<file path="config.mk">
export PLATFORM = sky130hd
export DESIGN_NAME = stream_sel_fifo
export DESIGN_NICKNAME = d
export VERILOG_FILES = /design/src/rtl/cf_math_pkg.sv /design/src/rtl/stream_sel_fifo.sv
export SDC_FILE = /design/constraint.sdc
export NUM_CORES = 1
export LEC_CHECK = 0
export CORE_ASPECT_RATIO = 1.25
export CORE_MARGIN = 2
export CORE_UTILIZATION = 48
export CTS_CLUSTER_SIZE = 20
export DETAILED_ROUTE_END_ITERATION = 7
export PLACE_DENSITY_LB_ADDON = 0.2
export SYNTH_ARGS = -nofsm -noshare
export SYNTH_HDL_FRONTEND = slang
export SYNTH_SLANG_ARGS = --single-unit
</file>
<file path="constraint.sdc">
create_clock -name clk_i -period 2.6 [get_ports clk_i]
set_input_delay 0.52 -clock clk_i [delete_from_list [all_inputs] [get_ports clk_i]]
set_output_delay 0.52 -clock clk_i [all_outputs]
set_load 0.03 [all_outputs]
</file>
<file path="src/rtl/cf_math_pkg.sv">
// ============================================================================
// cf_math_pkg : shared width helpers for index and counter sizing.
// Rev 1.0
// ============================================================================
`default_nettype none

package cf_math_pkg;

  // Width of an index into num_idx items, never narrower than one bit.
  function automatic int unsigned idx_width(input int unsigned num_idx);
    return (num_idx > 32'd1) ? int'($clog2(num_idx)) : 32'd1;
  endfunction

endpackage

`default_nettype wire

</file>
<file path="src/rtl/stream_sel_fifo.sv">
// ============================================================================
// stream_sel_fifo : payload+select FIFO feeding one stream_xbar input.
// Rev 1.0
// ============================================================================
`default_nettype none

module stream_sel_fifo
  import cf_math_pkg::*;
#(
  parameter int unsigned NumOut   = 4,
  parameter int unsigned Depth    = 4,
  parameter type         payload_t = logic,
  parameter int unsigned SelWidth = idx_width(NumOut),
  parameter int unsigned CntWidth = $clog2(Depth + 1)
) (
  input  logic                               clk_i,
  input  logic                               rst_i,
  input  logic                               flush_i,
  input  payload_t                           data_i,
  input  logic [SelWidth-1:0]                sel_i,
  input  logic                               valid_i,
  output logic                               ready_o,
  output payload_t                           data_o,
  output logic [SelWidth-1:0]                sel_o,
  output logic                               valid_o,
  input  logic                               ready_i,
  output logic [CntWidth-1:0]                usage_o,
  output logic [NumOut-1:0][CntWidth-1:0]    dest_cnt_o
);

  localparam int unsigned PtrWidth = idx_width(Depth);

  typedef logic [PtrWidth-1:0] ptr_t;
  typedef logic [CntWidth-1:0] cnt_t;
  typedef logic [SelWidth-1:0] sel_t;

  payload_t r_data [Depth];
  sel_t     r_sel  [Depth];
  ptr_t     r_rptr;
  ptr_t     r_wptr;
  cnt_t     r_usage;

  logic w_push;
  logic w_pop;
  ptr_t w_rptr_nxt;
  ptr_t w_wptr_nxt;

  // Ready looks only at occupancy, so a same-cycle pop never frees a slot.
  assign ready_o = !flush_i && (r_usage < cnt_t'(Depth));
  assign valid_o = (r_usage != '0);
  assign data_o  = r_data[r_rptr];
  assign sel_o   = r_sel[r_rptr];
  assign usage_o = r_usage;

  assign w_push = valid_i && ready_o;
  assign w_pop  = valid_o && ready_i;

  assign w_rptr_nxt = (r_rptr == ptr_t'(Depth - 1)) ? '0 : ptr_t'(r_rptr + 1'b1);
  assign w_wptr_nxt = (r_wptr == ptr_t'(Depth - 1)) ? '0 : ptr_t'(r_wptr + 1'b1);

  always_ff @(posedge clk_i or posedge rst_i) begin
    if (rst_i) begin
      for (int i = 0; i < int'(Depth); i++) begin
        r_data[i] <= '0;
        r_sel[i]  <= '0;
      end
    end else if (w_push) begin
      r_data[r_wptr] <= data_i;
      r_sel[r_wptr]  <= sel_i;
    end
  end

  always_ff @(posedge clk_i or posedge rst_i) begin
    if (rst_i) begin
      r_rptr  <= '0;
      r_wptr  <= '0;
      r_usage <= '0;
    end else if (flush_i) begin
      // A consumer-side pop in this cycle is dropped along with everything else.
      r_rptr  <= '0;
      r_wptr  <= '0;
      r_usage <= '0;
    end else begin
      if (w_push) r_wptr <= w_wptr_nxt;
      if (w_pop)  r_rptr <= w_rptr_nxt;
      if (w_push && !w_pop)      r_usage <= cnt_t'(r_usage + 1'b1);
      else if (w_pop && !w_push) r_usage <= cnt_t'(r_usage - 1'b1);
    end
  end

  for (genvar k = 0; k < int'(NumOut); k++) begin : g_dest
    cnt_t r_cnt;
    logic w_inc;
    logic w_dec;

    assign w_inc = w_push && (sel_i == sel_t'(k));
    assign w_dec = w_pop && (sel_o == sel_t'(k));

    always_ff @(posedge clk_i or posedge rst_i) begin
      if (rst_i) begin
        r_cnt <= '0;
      end else if (flush_i) begin
        r_cnt <= '0;
      end else if (w_inc && !w_dec) begin
        r_cnt <= cnt_t'(r_cnt + 1'b1);
      end else if (w_dec && !w_inc) begin
        r_cnt <= cnt_t'(r_cnt - 1'b1);
      end
    end

    assign dest_cnt_o[k] = r_cnt;
  end

`ifndef SYNTHESIS
  int w_cnt_sum;
  always_comb begin
    w_cnt_sum = 0;
    for (int k = 0; k < int'(NumOut); k++) w_cnt_sum += int'(dest_cnt_o[k]);
  end

  a_sel_range: assert property (@(posedge clk_i) disable iff (rst_i)
    valid_i |-> (32'(sel_i) < NumOut));

  a_head_stable: assert property (@(posedge clk_i) disable iff (rst_i)
    (valid_o && !ready_i && !flush_i) |=> (valid_o && $stable(data_o) && $stable(sel_o)));

  a_cnt_sum: assert property (@(posedge clk_i) disable iff (rst_i)
    w_cnt_sum == int'(r_usage));

  a_no_overflow: assert property (@(posedge clk_i) disable iff (rst_i)
    !(w_push && (r_usage == cnt_t'(Depth))));

  a_no_underflow: assert property (@(posedge clk_i) disable iff (rst_i)
    !(w_pop && (r_usage == '0)));
`endif

endmodule

`default_nettype wire

</file>
==> flow_summary.json, run 1 <==
{
  "status": "finished, final reports clean",
  "drive_above_1_share": 0.3322,
  "htree_num_levels": 2,
  "finalSetupViolations": 0,
  "clkPwrFrac": 0.126,
  "synth_enable_flop_cells": 0,
  "synth.distinct_cells": 53,
  "combPwrFrac": 0.620,
  "grt.met3_usage": 0.04902,
  "final_max_slew_viol_count": 0,
  "multi_input_area_um2": 1493,
  "grt_usage": 0.2174,
  "ys_warn_count": 0,
  "vias": 1990,
  "ys_ff_latch": 31,
  "overflow": 0,
  "end_kind": "register",
  "fin_skew_ns": 0.01000,
  "initial_core_util": 0.5031,
  "synth_largest_area_cell": "dfrtp_1",
  "syn_area_um2": 2243,
  "wl_mm": 5.564,
  "synthCells": 224,
  "cp_max_fo": 5,
  "ant_nets": 0,
  "clk_latency_ns": 0.29,
  "hold_buffers": 0,
  "area_growth_pct": 38.43,
  "met2_usage": 0.3856,
  "yosys.area.top_type_share": 0.3458,
  "cpPeakStageDelay_ns": 0.49,
  "synth_area_leaders": "dfrtp_1 (35%), mux2_2 (6.5%), fa_1 (4.5%), xnor3_1 (4.0%), nor2_1 (3.7%)",
  "cp.required_ns": 2.76,
  "start_kind": "input port",
  "min_path_type": "reg2reg",
  "cp_slowest_cell": "clkdlybuf4s50_1",
  "crit_cells": 10,
  "grt_max_degree": 32,
  "num_antenna_cells": 0,
  "worst_pin_slew_ns": 0.5061,
  "slew_headroom": 0.6626,
  "ys_seq_area_frac": 0.3458,
  "rows": 27,
  "cts_tree": "built",
  "grt_pass1_wl_mm": 8.694,
  "synth_commonest_cells": "dfrtp_1 (31), nor2_1 (22), inv_1 (14), nand2_1 (14), mux2_2 (13)",
  "dr.first_iter.drc_count": 85,
  "leakage_nw": 1.320,
  "cts_buffers": 5,
  "clkSinkCount": 31,
  "synthesis.nets": 242,
  "ys.flop_type": "dfrtp_1",
  "numPortBuffers": 27,
  "die_x_um": 65.15,
  "sw_frac_of_total": 0.4320,
  "cts_buffer_depth": 2,
  "syn_avg_cell_area_um2": 10.02,
  "grt-busiest-layer": "met2",
  "root_buffer": "clkbuf_8",
  "routedWlPerCell_um": 16.03,
  "place_congestion": 0.8897,
  "grt_pass1_vias": 1942,
  "power_density_nw_per_um2": 1024,
  "crit_buf_inv": 2,
  "fin_nets": 306,
  "cp_top_family": "simple AND/OR/NAND/NOR gates",
  "rsz0062_at_grt": "yes",
  "num_io_pins": 28,
  "use_met1": 0.2514,
  "yosysMostFrequentCell": "dfrtp_1",
  "max-vdd-ir-drop_mv": 0.5770,
  "crit_arrival_ns": 2.75,
  "final_cell_count_no_fill": 347,
  "cp_cell_sequence": "clkdlybuf4s50_1 > nor4bb_4 > buf_4 > nand2_1 > nor2_2 > fa_2 > nor3_1 > and4_1 > a2111oi_2 > o2111ai_1",
  "total_power_mw": 3.180,
  "core_um2": 4459,
  "seqPwrFrac": 0.254,
  "min_period_ns": 2.585,
  "fillCellCount": 356,
  "switchingPower_mw": 1.374,
  "clk_pin_slew_ns": 0.08,
  "reg2reg_depth": 7,
  "die_h_um": 80.44,
  "holdPathStages": 1,
  "drv_cap": 0,
  "antenna_found_initial": 0,
  "hold_viol": 0,
  "fmax_mhz": 386.9,
  "seqCellArea_um2": 777.0,
  "vias_per_cell": 5.735,
  "drc_errors": 0,
  "dr.pass1.iters": 4,
  "place_inst": 334,
  "crit_type": "in2reg",
  "p_int_mw": 1.807,
  "dp_hpwl_mm": 3.911,
  "async_reset_ff_frac": 1.000,
  "final.period_utilization": 0.9942,
  "dieArea_um2": 5240
}
[worst paths after layout]
kind                                  startpoint                              to  slack (ns)
max                                      flush_i  g_dest[1].r_cnt[2]$_DFFE_PP0P_        0.02
min                         r_sel[2]$_DFFE_PP0P_            r_sel[2]$_DFFE_PP0P_        0.50
max reg2reg                r_rptr[0]$_DFFE_PP0P_  g_dest[0].r_cnt[1]$_DFFE_PP0P_        0.04
min reg2reg                 r_sel[2]$_DFFE_PP0P_            r_sel[2]$_DFFE_PP0P_        0.50
max in group asynchronous                  rst_i           r_rptr[0]$_DFFE_PP0P_        1.67
min in group asynchronous                  rst_i  g_dest[3].r_cnt[0]$_DFFE_PP0P_        0.61
[through the flow]
stage	TNS [ns]	hold WS, ns	instance area [µm²]	setup slack [ns]	util
global route	-0.2979	0.5226	3105	-0.09216	0.6964
finish	0	0.5038	3105	0.01518	0.6964
detailed placement	-1.951	0.4898	2824	-0.4384	0.6333
CTS	-0.01795	0.5074	2944	-0.009142	0.6602
global placement	-1.473	0.4806	2824	-0.2963	0.6333
floorplan	-0.2014	0.4703	2256	-0.1022	-
[sequential cells by signal, summed over array words and instances (netlist names)]
signal	count
r_rptr	2
r_sel	8
usage_o	3
g_dest.r_cnt	12
r_data	4
r_wptr	2
[logic make-up after synthesis]
logic type | Yosys count | synth area share
flip-flops | 31 | 0.3458
XOR/XNOR | 5 | 0.04406
multiplexers | 19 | 0.1104
buffers and inverters | 30 | 0.05577
AO/OA/AOI/OAI | 28 | 0.09704
AND/OR/NAND/NOR | 101 | 0.2744
adder cells (fa/ha/maj) | 10 | 0.07251
[cell type report]
class,count,share of cell area
clock buffer,5,0.02216
clock inverter,3,0.007655
inverter,15,0.01813
multi-input combinational,163,0.4807
sequential,31,0.2502
tap,58,0.02337
timing repair buffer,72,0.1978
[cells in the final DEF (no fill, tap or decap), types with 5 or more instances in the layout]
cell,instances
clkbuf_8,5
nor3b_1,5
a21oi_1,5
nand3_1,9
nand2_1,14
ha_1,5
buf_4,45
nor3_1,7
nor4_1,6
mux2_2,13
dfrtp_1,30
nor2_1,18
clkdlybuf4s50_1,21
o2111ai_1,6
inv_1,14
[what timing repair did]
item	4_1_cts	5_1_grt
setup buffers	1	4
resized for setup	8	25
pin swaps	1	14
endpoints found under the setup margin	5	9
[per-layer routing]
metal  part of all wire  up-vias  wire length, µm
met5                  0        -                0
met4              0.014        0               77
met3              0.035        9              197
met2               0.53       46             2945
met1               0.42      978             2343
li1                   -      957                -
[power groups by stage]
stage | Clock, mW | Combinational [mW] | Sequential [mW]
after floorplan | 0 | 1.04 | 0.948
after global placement | 0 | 1.77 | 0.800
after detailed placement | 0 | 1.81 | 0.811
after CTS | 0.409 | 1.82 | 0.800
after global routing | 0.428 | 2.12 | 0.834
final | 0.401 | 1.97 | 0.808
No activity file was read; power rests on OpenSTA's default activity.
==> run 2, diff against run 1 <==
--- a/config.mk
+++ b/config.mk
@@ -7,2 +7,3 @@
 export LEC_CHECK = 0
+export CAP_MARGIN = 20
 export CORE_ASPECT_RATIO = 1.25
@@ -13,2 +14,3 @@
 export PLACE_DENSITY_LB_ADDON = 0.2
+export SLEW_MARGIN = 20
 export SYNTH_ARGS = -nofsm -noshare
==> constraint.sdc (replaced) <==
create_clock -name clk_i -period 2.6 [get_ports clk_i]
set_input_delay 0.78 -clock clk_i [delete_from_list [all_inputs] [get_ports clk_i]]
set_output_delay 0.78 -clock clk_i [all_outputs]
set_load 0.03 [all_outputs]
==> flow_summary.json, run 2 (same netlist as run 1, synthesis figures left out) <==
{
  "initial_core_util": 0.5031,
  "hold_viol": 0,
  "combPwrFrac": 0.617,
  "grt_max_degree": 32,
  "cts_buffer_depth": 2,
  "ant_nets": 0,
  "worst_pin_slew_ns": 0.4481,
  "end_kind": "register",
  "num_io_pins": 28,
  "place_area_um2": 2869,
  "vias": 2018,
  "largest_registers": "g_dest.r_cnt (12), r_sel (8), r_data (4)",
  "power_density_nw_per_um2": 1017,
  "met3_length_um": 164,
  "wl_mm": 5.536,
  "grt_pass1_wl_mm": 9.059,
  "routedWlPerCell_um": 15.73,
  "die_x_um": 65.15,
  "max-vdd-ir-drop_mv": 0.5184,
  "vias_per_cell": 5.733,
  "cp.required_ns": 2.75,
  "drc_errors": 0,
  "htree_num_levels": 2,
  "min_path_type": "reg2reg",
  "switchingPower_mw": 1.336,
  "p_int_mw": 1.798,
  "setup_slack_ns": -0.05425,
  "cpPeakStageDelay_ns": 0.60,
  "cp_cell_sequence": "mux4_2 > buf_12 > nor3_4 > nor2_2 > fa_2 > nor4_1 > or4_1",
  "dp_hpwl_mm": 3.925,
  "setup-tns-final_ns": -0.05425,
  "root_buffer": "clkbuf_8",
  "largest_reg_flops": 12,
  "cts_tree": "built",
  "cts_buffers": 5,
  "r2r_slack_ns": -0.05,
  "antenna_found_initial": 0,
  "rows": 27,
  "failed_checks": "negative setup slack",
  "crit_arrival_ns": 2.81,
  "slew_headroom": 0.7013,
  "grt_usage": 0.2251,
  "post-place-ws_ns": -0.5456,
  "cp_max_fo": 6,
  "final.period_utilization": 1.021,
  "crit_type": "reg2reg",
  "rsz0062_at_grt": "yes",
  "num_antenna_cells": 0,
  "dieArea_um2": 5240,
  "numPortBuffers": 27,
  "drive_above_1_share": 0.3503,
  "total_power_mw": 3.134,
  "min_period_ns": 2.654,
  "core_um2": 4459,
  "final_max_slew_viol_count": 0,
  "fillCellCount": 350,
  "seqPwrFrac": 0.259,
  "start_kind": "register",
  "clkPwrFrac": 0.124,
  "clkSinkCount": 31,
  "drv_cap": 0,
  "area_growth_pct": 37.42,
  "cp_slowest_cell": "mux4_2",
  "grt_pass1_vias": 1953,
  "top_register": "g_dest.r_cnt",
  "die_h_um": 80.44,
  "fin_skew_ns": 0.003970,
  "fin_nets": 311,
  "dr.pass1.iters": 4,
  "sw_frac_of_total": 0.4263,
  "place_congestion": 0.8947,
  "finalSetupViolations": 1,
  "overflow": 0,
  "fin_area_um2": 3083,
  "met2_length_mm": 2.982,
  "met1Wirelength_mm": 2.310,
  "clk_pin_slew_ns": 0.07,
  "status": "complete, but fails checks",
  "clk_latency_ns": 0.29,
  "dr.first_iter.drc_count": 88,
  "hold_buffers": 0,
  "routed.top_layer": "met4",
  "leakage_nw": 1.310,
  "layout_commonest_cell": "buf_4",
  "fmax_mhz": 376.8,
  "final_cell_mix": "buf_4 (50), dfrtp_1 (30), clkdlybuf4s50_1 (18)"
}
## run 2: routing by layer
metal | global-route usage | up-vias
met4 | 0.08333 | 0
li1 | - | 973
met3 | 0.03221 | 8
met1 | 0.2676 | 997
met5 | 0 | -
met2 | 0.4093 | 40
## run 2: what timing repair did
item / in CTS / in global routing
pin swaps: 6 / 13
setup buffers: 3 / 5
endpoints found under the setup margin: 13 / 10
gates resized for setup: 20 / 16
## run 2: path summary, 6_finish.rpt
path	startpoint	cells after the start	end
min reg2reg	r_data[0]$_DFFE_PP0P_	1	r_data[0]$_DFFE_PP0P_
min in group asynchronous	rst_i	3	g_dest[3].r_cnt[2]$_DFFE_PP0P_
max	r_rptr[0]$_DFFE_PP0P_	7	g_dest[0].r_cnt[1]$_DFFE_PP0P_
min	r_data[0]$_DFFE_PP0P_	1	r_data[0]$_DFFE_PP0P_
max reg2reg	r_rptr[0]$_DFFE_PP0P_	7	g_dest[0].r_cnt[1]$_DFFE_PP0P_
max in group asynchronous	rst_i	3	r_rptr[0]$_DFFE_PP0P_
## run 2: power by group through the flow
stage / Combinational [mW] / Sequential [mW] / Clock, mW
after floorplan: 1.05 / 0.948 / 0
after global placement: 1.80 / 0.805 / 0
after detailed placement: 1.83 / 0.815 / 0
after CTS: 1.84 / 0.813 / 0.400
after global routing: 2.08 / 0.839 / 0.422
final: 1.93 / 0.812 / 0.388
## run 2: layout make-up
cell class	instances	area [µm²]	area share
Multi-Input combinational cell	163	1443	0.4679
Sequential cell	31	777.0	0.2520
Timing Repair Buffer	77	645.6	0.2094
Tap cell	58	72.57	0.02354
Clock buffer	5	68.82	0.02232
Inverter	15	56.30	0.01826
Clock inverter	3	20.02	0.006493
## run 2: critical path: cells and delay by family, from the launching register on
kind,cells,cell delay [ns]
buffers and inverters,1,0.17
flip-flops,1,0.41
AND/OR/NAND/NOR,4,0.79
multiplexers,1,0.60
adder cells (fa/ha/maj),1,0.54
## run 2: metrics by stage
step	utilization	hold slack (ns)	cells
2_1_floorplan	-	0.4703	224
3_3_place_gp	0.6434	0.4835	336
3_5_place_dp	0.6434	0.4865	336
4_1_cts	0.6745	0.5033	347
5_1_grt	0.6914	0.5197	352
6_report	0.6914	0.5029	352
